**src/rtl/dsp_pkg.sv**
```systemverilog
// Shared DSP datapath types and the saturating adder used by the overlap-add
// stage and the other fixed-point adders in the chain.
package dsp_pkg;

  localparam int SAMPLE_BITS = 12;

  typedef logic signed [SAMPLE_BITS-1:0] sample_t;

  typedef enum logic {IDLE, STREAM} ola_state_t;

  // Operands arrive sign-extended to 32 bits; w is the target width (2..31).
  // The add is done one bit wider so it cannot overflow before clamping.
  function automatic logic signed [31:0] sat_add(input logic signed [31:0] a,
                                                 input logic signed [31:0] b,
                                                 input int unsigned w);
    logic signed [32:0] sum;
    logic signed [32:0] hi;
    logic signed [32:0] lo;
    sum = {a[31], a} + {b[31], b};
    hi  = (33'sd1 <<< (w - 1)) - 33'sd1;
    lo  = -(33'sd1 <<< (w - 1));
    if (sum > hi) begin
      sat_add = hi[31:0];
    end else if (sum < lo) begin
      sat_add = lo[31:0];
    end else begin
      sat_add = sum[31:0];
    end
  endfunction

endpackage

```
**src/rtl/overlap_add.sv**
```systemverilog
// Overlap-add synthesis: takes one windowed frame in parallel and streams HOP
// reconstructed samples, each the saturated sum of this frame and the prior tail.
module overlap_add
  import dsp_pkg::*;
#(
  parameter int SAMPLE_BITS = dsp_pkg::SAMPLE_BITS,
  parameter int WINDOW_SIZE = 128,
  parameter int HOP         = WINDOW_SIZE / 2
) (
  input  logic                          clk,
  input  logic                          rst_n,
  input  logic signed [SAMPLE_BITS-1:0] frame [0:WINDOW_SIZE-1],
  input  logic                          frame_valid,
  output logic                          frame_ready,
  output logic signed [SAMPLE_BITS-1:0] out,
  output logic                          out_valid,
  input  logic                          out_ready
);

  localparam int IDX_W = $clog2(HOP);

  if (HOP != WINDOW_SIZE / 2) begin : g_hop_check
    $error("overlap_add: HOP must equal WINDOW_SIZE/2");
  end

  ola_state_t                    state_q, state_d;
  logic [IDX_W-1:0]              idx_q, idx_d;
  logic signed [SAMPLE_BITS-1:0] tail_q [0:HOP-1];
  logic signed [SAMPLE_BITS-1:0] obuf_q [0:HOP-1];
  logic signed [SAMPLE_BITS-1:0] sum_d  [0:HOP-1];

  logic last_beat;
  logic beat;
  logic accept;

  assign last_beat   = (idx_q == IDX_W'(HOP - 1));
  assign out_valid   = rst_n && (state_q == STREAM);
  assign beat        = out_valid && out_ready;
  // Ready only on the final beat of a stream, so a new frame lands with no bubble.
  assign frame_ready = rst_n && ((state_q == IDLE) || (last_beat && out_ready));
  assign accept      = frame_valid && frame_ready;
  // obuf_q and idx_q are both registers, so this mux is stable while stalled.
  assign out         = obuf_q[idx_q];

  always_comb begin
    for (int i = 0; i < HOP; i++) begin
      sum_d[i] = SAMPLE_BITS'(sat_add(32'(frame[i]), 32'(tail_q[i]), SAMPLE_BITS));
    end
  end

  always_comb begin
    state_d = state_q;
    idx_d   = idx_q;
    if (beat) begin
      idx_d = idx_q + 1'b1;
      if (last_beat) begin
        state_d = IDLE;
      end
    end
    if (accept) begin
      state_d = STREAM;
      idx_d   = '0;
    end
  end

  always_ff @(posedge clk) begin
    if (!rst_n) begin
      state_q <= IDLE;
      idx_q   <= '0;
      for (int i = 0; i < HOP; i++) begin
        tail_q[i] <= '0;
        obuf_q[i] <= '0;
      end
    end else begin
      state_q <= state_d;
      idx_q   <= idx_d;
      if (accept) begin
        for (int i = 0; i < HOP; i++) begin
          obuf_q[i] <= sum_d[i];
          tail_q[i] <= frame[HOP+i];
        end
      end
    end
  end

endmodule

```
**config.mk**
```make
export PLATFORM = sky130hd
export DESIGN_NAME = overlap_add
export DESIGN_NICKNAME = d
export VERILOG_FILES = /design/src/rtl/dsp_pkg.sv /design/src/rtl/overlap_add.sv
export SDC_FILE = /design/constraint.sdc
export NUM_CORES = 2
export LEC_CHECK = 0
export CORE_AREA = 2 2 600 602
export CTS_BUF_LIST = sky130_fd_sc_hd__clkbuf_2 sky130_fd_sc_hd__clkbuf_4 sky130_fd_sc_hd__clkbuf_8
export DETAILED_ROUTE_END_ITERATION = 8
export DIE_AREA = 0 0 602 604
export GPL_ROUTABILITY_DRIVEN = 0
export PLACE_DENSITY = 0.47
export SLEW_MARGIN = 20
export SYNTH_ARGS = -nofsm -noshare
export SYNTH_HDL_FRONTEND = slang
export SYNTH_SLANG_ARGS = --single-unit
```
**constraint.sdc**
```tcl
create_clock -name clk -period 117.6 [get_ports clk]
set_input_delay 23.52 -clock clk [delete_from_list [all_inputs] [get_ports clk]]
set_output_delay 23.52 -clock clk [all_outputs]
set_load 0.005 [all_outputs]
```
-- Yosys cells after proc, flatten, opt, wreduce, memory -nomap -nowiden
Memories as Yosys holds them, arrays and structs flattened. A register that Yosys moved wholly into a read port is not among the register bits.
Index checks and enable logic that the tools add are counted.
W data, S select, Z words.
- memories: 2
- memory bits (writable): 1536
- flip-flop bits (word level): 7
- memory list (memory ; depth ; bits a word ; read ports ; clocked after Yosys merged registers in ; wr ports ; line ; RTL):
    obuf_q ; 64 ; 12 ; 1 ; 1 ; 64 ; overlap_add.sv:29 ; logic signed [SAMPLE_BITS-1:0] obuf_q [0:HOP-1];
    tail_q ; 64 ; 12 ; 64 ; 0 ; 64 ; overlap_add.sv:28 ; logic signed [SAMPLE_BITS-1:0] tail_q [0:HOP-1];
- bitwise operators: 130
- $add $sub $neg: 65
- muxes and demuxes: 265
- equality and inequality tests: 1
- reductions and logical operators: 10
- order comparisons: 128
- operators by type and width (kind ; number):
    $mux W12 ; 256
    $add A12 B12 Y13 ; 64
    $gt A13 B12 Y1 const B ; 64
    $lt A13 B12 Y1 const B ; 64
    $or A1 B1 Y1 ; 128
    $mux W6 ; 2
    $mux W1 ; 7
    $add A6 B1 Y6 const B ; 1
    $eq A6 B6 Y1 const B ; 1
    $logic_and A1 B1 Y1 ; 5
    $reduce_bool A2 Y1 ; 2
    $not A1 Y1 ; 2
    $reduce_and A2 Y1 ; 1
    $reduce_or A2 Y1 ; 1
    $logic_or A1 B1 Y1 ; 1

-- Longest topological paths before layout
- depth after elaboration: 9
- gate-level depth with buffers: 12

-- Worst setup path before layout
OpenSTA, ideal clock, no wires.
- path type: input to register
- start point: input port out_ready
- end point: memory obuf_q[0][0] (enable)
- setup slack: 57523 ps
- arrival: 49684 ps
- stages: 8
- setup time: 10393 ps
- path buffers: 3
- cells stage by stage: nand4_1 o21ai_0 and2_1 nand2_1 clkbuf_1 buf_2 buf_1 nand2_1
- RTL lines (what ; line ; RTL):
    from (decl) ; overlap_add.sv:17 ; input logic out_ready
    to (decl) ; overlap_add.sv:29 ;

-- Worst setup path in the final report
- start point: input port out_ready
- end point: output port frame_ready
- word-level cells in the longest chain between the ends: 3
- ends and longest elaborated chain (what ; line ; RTL):
    $logic_and A1 B1 Y1 ; overlap_add.sv:40 ; assign frame_ready = rst_n && ((state_q == IDLE) || (last_beat && out_ready));
    $logic_or A1 B1 Y1 ; overlap_add.sv:40 ;
    $logic_and A1 B1 Y1 ; overlap_add.sv:40 ;
    to (decl) ; overlap_add.sv:14 ; output logic frame_ready,
Every way passes these cells.

==> metrics <==
DRC 0; register area share after synthesis roughly 47%; initial antenna violation count approximately 270; Setup Buffers After CTS 0; max-cap viol count 0; minimum clock period 48.74 ns; cell family with most CP delay buffers and inverters; H-tree depth 5; Initial Util 27.5%; share of async-settable or async-resettable flops after synthesis 0%; Critical Path RT 94.08 ns; deepest clock path buffer count 4; GRT Total Usage 22.6%; Final Hold Viols 0; std cell rows 220; largest family of logic cells by synthesized area compound AO/OA/AOI/OAI gates; Cell Count, Final, Fillers Out 15.3k; number of clock sinks 1,549; Die Y 604 um; setup TNS 0 ns; first-pass GRT wire length approximately 590 mm; post-DP HPWL 346 mm; Final Routed Wirelength between 400 and 500 mm; Synth Warn # 0; worst-margin pin slew between 1 and 1.5 ns; Max Freq roughly 0.021 GHz; placed cells 14.6k; synth cell count leaders 1,536 x edfxtp_1, 794 x and2_1, 769 x ha_1; crit path max-delay cell type clkdlybuf4s50_1; Synth Cell Area 98,400 sq um; clk slew on worst S/H paths 0.06 ns; DR vias/cell 5.06; top cells by area, synth edfxtp_1 47%, ha_1 9.8%, mux4_2 5.8%; Setup crit start kind input pin; crit path cell chain clkdlybuf4s50_1 -> nand4_1 -> o21ai_0 -> and2_1 -> clkdlybuf4s50_1; RSZ-0062 raised after global routing no; Mapped Cells 8,538; ys flop type edfxtp_1; outcome finished, final reports clean; CTS resizes 0; CTS Buf Count about 310; Arr. time, crit path 25.22 ns; Synth Area in XOR/XNOR 4.03%; Syn Area/Cell between 10 and 15 sq um; worst hold path type reg -> reg; VDD IR max 0.00000689 V; slew margin rel. 21.8%; Die ar. 364,000 sq um; post-synthesis mux area share approximately 5.9%; Pre-antenna DRT Iters 6; global route overflow 0; largest net degree at the start of global routing 183; vias in the first global route 78.2k; via count between 70k and 80k; skew final 0.0714 ns; clk root buf clkbuf_8; IO Count ~1.6k; post-route ant nets 0; P_leak 50.4 nW; EDFF count, synth 1,536; NumNets Final 12.5k; die width 602 um; initial DRC count 6,157; routed len/inst 27.8 um; port bufs 1,553; Worst-Skew Late Latency 1.04 ns; period utilization 41.4%; final setup vio count 0; CP Class in -> out; simple-gate share of the synthesized area 12.9%; Worst R2R Setup Slack 111.42 ns; Power Density ~14 nW/um^2; Final Max Tran Viols 0; Synth Register Bits 1,549; Buf+Inv Stages, Crit Path 2; Yosys cell types between 80 and 90; CTS tree done; leading area contributor after synthesis edfxtp_1; crit-path max cell delay 0.52 ns; crit-path max FO 3; hold buffers post-CTS 0; complex-gate fraction of the synthesized area 16.1%; Synth top area share ~47%; core area 358,000 sq um; area grow syn2layout 28.2%; most frequent cell after synthesis edfxtp_1; Crit. End Element output port; CP dominant cell by count clkdlybuf4s50_1; Synth Net Count 10.9k; Adder-Cell Fraction of Synth Area 11.2%; share of layout cells above drive strength 1 9.09%
area by class of cell:
| cell class | instances | area, sq um |
|---|---|---|
| antenna | 125 | 313 |
| clock buffer | 412 | 5080 |
| clock inverter | 147 | 1350 |
| fill | 35178 | 231000 |
| inverter | 418 | 1570 |
| multi-input combinational | 6293 | 49400 |
| sequential | 1549 | 46400 |
| tap | 4773 | 5970 |
| timing repair buffer | 1601 | 16000 |
per-stage QoR:
step                      hold slack, ns  util [%]  power [mW]  cell area, sq um  worst slack, ns
final                              0.557      35.3        1.72            126000            68.86
after CTS                          0.551      35.2        1.74            126000            68.87
after floorplan                    0.494         -        1.00             98400            57.52
after detailed placement           0.546      33.4        1.13            119000            68.88
after global routing               0.592      35.2        1.80            126000            68.78
after global placement             0.535      33.4        1.12            119000            68.74
cell usage in the layout, fill, tap and decap left out, types with 60 or more instances in the layout:
| cell | instances |
|---|---|
| clkdlybuf4s50_1 | 1552 |
| edfxtp_1 | 1536 |
| and2_1 | 794 |
| ha_1 | 769 |
| a21oi_1 | 481 |
| a21o_1 | 454 |
| inv_1 | 415 |
| o21ai_0 | 413 |
| nor2_1 | 389 |
| nand2_1 | 382 |
| clkbuf_8 | 318 |
| xnor2_1 | 266 |
| mux4_2 | 252 |
| nor3_1 | 194 |
| xor2_1 | 187 |
| o21a_1 | 183 |
| nand3_1 | 156 |
| diode_2 | 125 |
| nand2b_1 | 117 |
| o211ai_1 | 113 |
| nor2b_1 | 103 |
| clkbuf_4 | 94 |
| a31oi_1 | 79 |
| o21bai_1 | 77 |
| a31o_2 | 72 |
| or3_1 | 67 |
| clkinv_1 | 66 |
| fa_1 | 64 |
| a211oi_1 | 60 |
flip-flops by register name, indices dropped and copies added, names as in the netlist, named ones only:
signal   cells
idx_q        6
obuf_q     768
state_q      1
tail_q     768
layer usage:
layer / up-vias / track usage, % / part of all wire, %
li1: 35810 / - / -
met1: 37921 / 25.9 / 39
met3: 958 / 4.20 / 5.7
met5: - / 0 / 0.16
met2: 2782 / 39.5 / 50
met4: 104 / 12.8 / 5.9
where the power goes:
group          switching [mW]  total [mW]  leakage, nW  internal [mW]
combinational           0.226       0.411         30.9          0.185
sequential             0.0299       0.708         16.2          0.678
clock                   0.270       0.603         3.38          0.334
tightest hold or removal path, delay by kind of cell, from the launching register on:
kind | cells | cell delay, ns
AND/OR/NAND/NOR | 1 | 0.06
multiplexers | 1 | 0.13
flip-flops | 1 | 0.32
final timing paths:
kind	from	to	cells after the start
max reg2reg	idx_q[0]	tail_q[0][77]	10
min reg2reg	idx_q[1]	flop	2
min	idx_q[1]	flop	2
max	out_ready	frame_ready	5
logic make-up after synthesis:
group           after synthesis
simple gates               2391
compound gates             2339
flops                      1549
fa+ha+maj                   844
buf+inv                     696
xor+xnor                    453
mux                         266
Note: power is estimated with default switching activity, not from simulation.
